===== src/rtl/pipe_pkg.sv =====
`default_nettype none
// ============================================================================
// pipe_pkg : shared state encoding for the pipe_register skid buffer.
// Revision : 1.0
// ============================================================================
package pipe_pkg;

    // State value doubles as the held-entry count.
    localparam logic [1:0] ST_EMPTY = 2'd0;
    localparam logic [1:0] ST_FULL  = 2'd1;
    localparam logic [1:0] ST_SKID  = 2'd2;

    function automatic logic state_ready(input logic [1:0] st);
        return (st != ST_SKID);
    endfunction

endpackage : pipe_pkg
`default_nettype wire


===== src/rtl/pipe_reg_slot.sv =====
`default_nettype none
// ============================================================================
// pipe_reg_slot : WIDTH-bit storage register with load enable.
// Revision      : 1.0
// ============================================================================
module pipe_reg_slot #(
    parameter int                 WIDTH       = 32,
    parameter logic [WIDTH-1:0]   RESET_VALUE = '0
) (
    input  logic              clock,
    input  logic              reset,
    input  logic              load,
    input  logic [WIDTH-1:0]  d,
    output logic [WIDTH-1:0]  q
);

    always_ff @(posedge clock or negedge reset) begin
        if (!reset) begin
            q <= RESET_VALUE;
        end else if (load) begin
            q <= d;
        end
    end

endmodule : pipe_reg_slot
`default_nettype wire


===== src/rtl/pipe_register.sv =====
`default_nettype none
// ============================================================================
// pipe_register : two-entry skid buffer with registered in_ready and flush.
// Revision      : 1.0
// ============================================================================
module pipe_register
    import pipe_pkg::*;
#(
    parameter int                 WIDTH       = 32,
    parameter logic [WIDTH-1:0]   RESET_VALUE = '0
) (
    input  logic              clock,
    input  logic              reset,
    input  logic              in_valid,
    output logic              in_ready,
    input  logic [WIDTH-1:0]  in_data,
    output logic              out_valid,
    input  logic              out_ready,
    output logic [WIDTH-1:0]  out_data,
    input  logic              flush,
    output logic [1:0]        occupancy
);

    logic [1:0]        state;
    logic [1:0]        state_next;
    logic              accept;
    logic              consume;
    logic              main_load;
    logic              skid_load;
    logic [WIDTH-1:0]  main_d;
    logic [WIDTH-1:0]  skid_d;
    logic [WIDTH-1:0]  skid_q;

    assign accept    = in_valid && in_ready;
    assign consume   = out_valid && out_ready;
    assign out_valid = (state != ST_EMPTY);
    assign occupancy = state;

    always_comb begin
        state_next = state;
        main_load  = 1'b0;
        skid_load  = 1'b0;
        main_d     = in_data;
        skid_d     = in_data;
        if (flush) begin
            state_next = ST_EMPTY;
            main_load  = 1'b1;
            skid_load  = 1'b1;
            main_d     = RESET_VALUE;
            skid_d     = RESET_VALUE;
        end else begin
            case (state)
                ST_EMPTY: begin
                    if (accept) begin
                        main_load  = 1'b1;
                        state_next = ST_FULL;
                    end
                end
                ST_FULL: begin
                    if (accept && consume) begin
                        main_load = 1'b1;
                    end else if (accept) begin
                        skid_load  = 1'b1;
                        state_next = ST_SKID;
                    end else if (consume) begin
                        state_next = ST_EMPTY;
                    end
                end
                ST_SKID: begin
                    // in_ready is low here, so only the drain path exists.
                    if (consume) begin
                        main_load  = 1'b1;
                        main_d     = skid_q;
                        state_next = ST_FULL;
                    end
                end
                default: begin
                    state_next = ST_EMPTY;
                end
            endcase
        end
    end

    // in_ready is derived from the next state so it is a pure flop output.
    always_ff @(posedge clock or negedge reset) begin
        if (!reset) begin
            state    <= ST_EMPTY;
            in_ready <= 1'b1;
        end else begin
            state    <= state_next;
            in_ready <= state_ready(state_next);
        end
    end

    pipe_reg_slot #(
        .WIDTH       (WIDTH),
        .RESET_VALUE (RESET_VALUE)
    ) u_main (
        .clock (clock),
        .reset (reset),
        .load  (main_load),
        .d     (main_d),
        .q     (out_data)
    );

    pipe_reg_slot #(
        .WIDTH       (WIDTH),
        .RESET_VALUE (RESET_VALUE)
    ) u_skid (
        .clock (clock),
        .reset (reset),
        .load  (skid_load),
        .d     (skid_d),
        .q     (skid_q)
    );

endmodule : pipe_register
`default_nettype wire


===== config.mk =====
export PLATFORM = sky130hd
export DESIGN_NAME = pipe_register
export DESIGN_NICKNAME = d
export VERILOG_FILES = /design/src/rtl/pipe_pkg.sv /design/src/rtl/pipe_reg_slot.sv /design/src/rtl/pipe_register.sv
export SDC_FILE = /design/constraint.sdc
export NUM_CORES = 1
export LEC_CHECK = 0
export ABC_AREA = 0
export CORE_MARGIN = 2
export CORE_UTILIZATION = 54
export CTS_BUF_LIST = sky130_fd_sc_hd__clkbuf_2
export CTS_CLUSTER_SIZE = 14
export DETAILED_ROUTE_END_ITERATION = 6
export PLACE_DENSITY = 0.91
export SYNTH_ARGS = -nofsm -noshare
export SYNTH_HDL_FRONTEND = slang
export SYNTH_SLANG_ARGS = --single-unit

===== constraint.sdc =====
create_clock -name clock -period 2.95 [get_ports clock]
set_input_delay 0.59 -clock clock [delete_from_list [all_inputs] [get_ports clock]]
set_output_delay 0.59 -clock clock [all_outputs]
set_load 0.02 [all_outputs]

==> results.txt <==
- Global routing used 23.7% of the available tracks across all layers.
* TNS Setup: 0 ns
- The H-tree was split into 3 levels.
- Maximum number of pins on one net before global-route repair: 37
* Instance count of the mapped netlist: 197
- Count of unique library cells instantiated by Yosys: 25
- Chip Height: 76.7 um
- Counting every sink on the clock net gives 67.
* # Max-Cap Violations: 0
- WP depth: 2
* Routed length per instance: 18.8 um
* Unrepaired setup endpoints after global routing: no
- TritonCTS clock tree: built
* Cell breakdown of the critical path: or2_4 > clkdlybuf4s50_1
* Reg2reg path depth: 5
- Area growth, synth to finish: 32.7%
- Vias in the first global route: 2,057
* Outcome: completed
- The min-delay analysis places its worst path in the category input port to async pin.
- Antenna violation net count after detailed routing: 0
* Clock latency at the later pin of the worst-skew pair: 0.47 ns
* Drt drc: 0
- Sum of buffers and inverters on the critical path: 1
- Reg clk slew, reported paths: 0.19 ns
- Counting flops with an async set or reset pin after synthesis yields a share of 100%.
- The first global-routing pass estimated 10,700 um of wire.
* Relative slew slack: 40.0%
* Drt first pass iters: 4
* Highest attainable clock frequency: 419 MHz
- Number of warning messages in the yosys log: 0
- In this run, CTS created clock tree buffers numbering 9.
- Final core utilization: 74.1%
- Placed instance count: 329
- Final setup vio count: 0
- Top area cells in the synthesized netlist: sky130_fd_sc_hd__dfrtp_1 58%, sky130_fd_sc_hd__mux2i_1 11%, sky130_fd_sc_hd__a22o_1 9.8%
- Pwr dens: 540 nW/um^2
- Sequential elements use 58.8% of the synthesized area.
- Total count of hold-check failures in the final report: 0
- The most critical setup path has its startpoint at occupancy[1].
* CP startpoint kind: flip-flop
* Reg2reg end: u_main.q[18]
- Full die area: 5880 sq um
- Summed over all instances, the cell type with the most area after synthesis is sky130_fd_sc_hd__dfrtp_1.
- Post-layout power: 2.04 mW
- Flip-flop and latch count after synthesis: 67
* Post-CTS sizing: 0
- Routability congestion estimate from global placement: 0.815
- The repair_antennas step left the layout with diodes totalling 0.
* Netlist area before placement: 2850 sq um
* Syn avg cell area: 14.5 sq um
- The die is 76.7 um wide.
* Primary FF master, synth: sky130_fd_sc_hd__dfrtp_1
- Effective utilization at floorplan: 55.9%
- After global routing the overflow that remains totals 0.
* Leakage power summed over all cells: 1.86 nW
- Transition time at the pin with the least slew margin: 0.898 ns
- Hold buffer count at CTS: 0
- Wires add up to 6470 um.
- Area of the placeable core: 5110 sq um
- The worst setup path is captured at an output pin.
* Clk_skew: 0.0246 ns
- Detailed placement finished with a half-perimeter wire length of 4130 um.
* Launch point of the worst reg-to-reg path: occupancy[1]
- Clock Root Buffer: sky130_fd_sc_hd__clkbuf_2
* Routed via count: 2,030
- Path type of the worst setup path: flip-flop to output pin
- Final period utilization: 80.9%
- Post-Synthesis Net Count: 234
- Among cell families on the critical path, the largest total delay comes from buffers and inverters.
- Number of enable flip-flop cells after synthesis: 0
* Drt initial violations: 181
- IO Count: 73
- Worst path arrival time: 1.80 ns
- Slew Limit Fails: 0
* Share of cells above drive strength 1: 14.5%
* Critical-path top delay cell: sky130_fd_sc_hd__clkdlybuf4s50_1
- Number of antenna violations at the first check in global routing: 0
- After filler insertion, the fill cell instance count of the layout stands at 349.
- Reg-to-reg setup timing slack: 1.09 ns
- Using the TritonRoute via totals, the vias-per-cell ratio works out to 5.88.
* Summed area of non-filler cells in the final layout: 3780 sq um
* Most common cell after layout, fill and taps aside: sky130_fd_sc_hd__clkdlybuf4s50_1
- Most frequent cells in the layout: 71 x sky130_fd_sc_hd__clkdlybuf4s50_1, 66 x sky130_fd_sc_hd__dfrtp_1, 32 x sky130_fd_sc_hd__mux2i_1, 32 x sky130_fd_sc_hd__a22o_1, 22 x sky130_fd_sc_hd__o2bb2ai_1
- Maximum cell stage delay along the critical path: 0.54 ns
- The final layout contains 307 nets.
* WP data required: 2.36 ns
* Critical-path maximum fanout: 7
- Post-CTS setup repair buffer count: 0
- Counting I/O delays and the setup requirement, the final critical path takes 2.39 ns.
- The initialized floorplan defines 26 standard-cell rows.
* Worst IR drop on VDD: 349 uV
* Clk buf depth: 2
* Share of Yosys cell area claimed by the top area cell type: 57.9%
- Count of input and output buffers: 72
- After detailed placement, the total cell area comes to 3620 sq um.
* Number of standard cells in the final layout excluding fillers: 345
registers in the layout, indices dropped and copies added, names as in the netlist:
register	cells
occupancy	2
u_main.q	32
u_skid.q	32
in_ready	1
logic make-up (layout without fill, tap and decap cells):
logic type / Yosys count / count (layout) / share of synthesized area, %
muxes: 32 / 32 / 11.2
buffers and inverters: 17 / 95 / 3.77
AOI/OAI and AO/OA: 69 / 69 / 23.4
DFF: 67 / 67 / 58.8
and+or+nand+nor: 12 / 12 / 2.81
worst max path at each step:
stage | to
after floorplan | u_main.q[10]
after CTS | out_valid
after detailed placement | u_main.q[8]
after global routing | out_valid
after global placement | u_main.q[5]
final | out_valid
synthesized netlist by cell type (2+ instances only):
master,instances
sky130_fd_sc_hd__a22o_1,32
sky130_fd_sc_hd__buf_2,11
sky130_fd_sc_hd__buf_4,2
sky130_fd_sc_hd__buf_6,3
sky130_fd_sc_hd__dfrtp_1,66
sky130_fd_sc_hd__mux2i_1,32
sky130_fd_sc_hd__nand3b_1,2
sky130_fd_sc_hd__nor2_1,2
sky130_fd_sc_hd__o2bb2ai_1,22
sky130_fd_sc_hd__o2bb2ai_2,10
report_power, final:
part	switching (mW)	internal, mW
Sequential	0.0352	0.969
Combinational	0.177	0.167
Clock	0.331	0.364
final cells by class:
type	instances	area (sq um)	share of cell area (%)
repair buffers	78	773	20.4
clock inverters	7	116	3.07
multi-input cells	113	1080	28.6
flip-flops and latches	67	1680	44.3
inverters	1	3.75	0.0992
well taps	70	87.6	2.31
clock buffers	9	45.0	1.19
metal layers:
metal	wire, um	global-route usage (%)	vias to the layer above
met5	0	0	-
met1	2940	33.3	1042
met4	149	10.9	0
met3	240	4.24	13
li1	-	-	909
met2	3140	36.2	66
metrics by stage:
step                      setup slack (ns)  hold slack, ns
final                                0.564           0.150
after global placement               0.557           0.472
after CTS                            0.527           0.139
after global routing                 0.472           0.144
after floorplan                       1.43           0.294
after detailed placement             0.460           0.473
(Power assumes the default switching activity.)
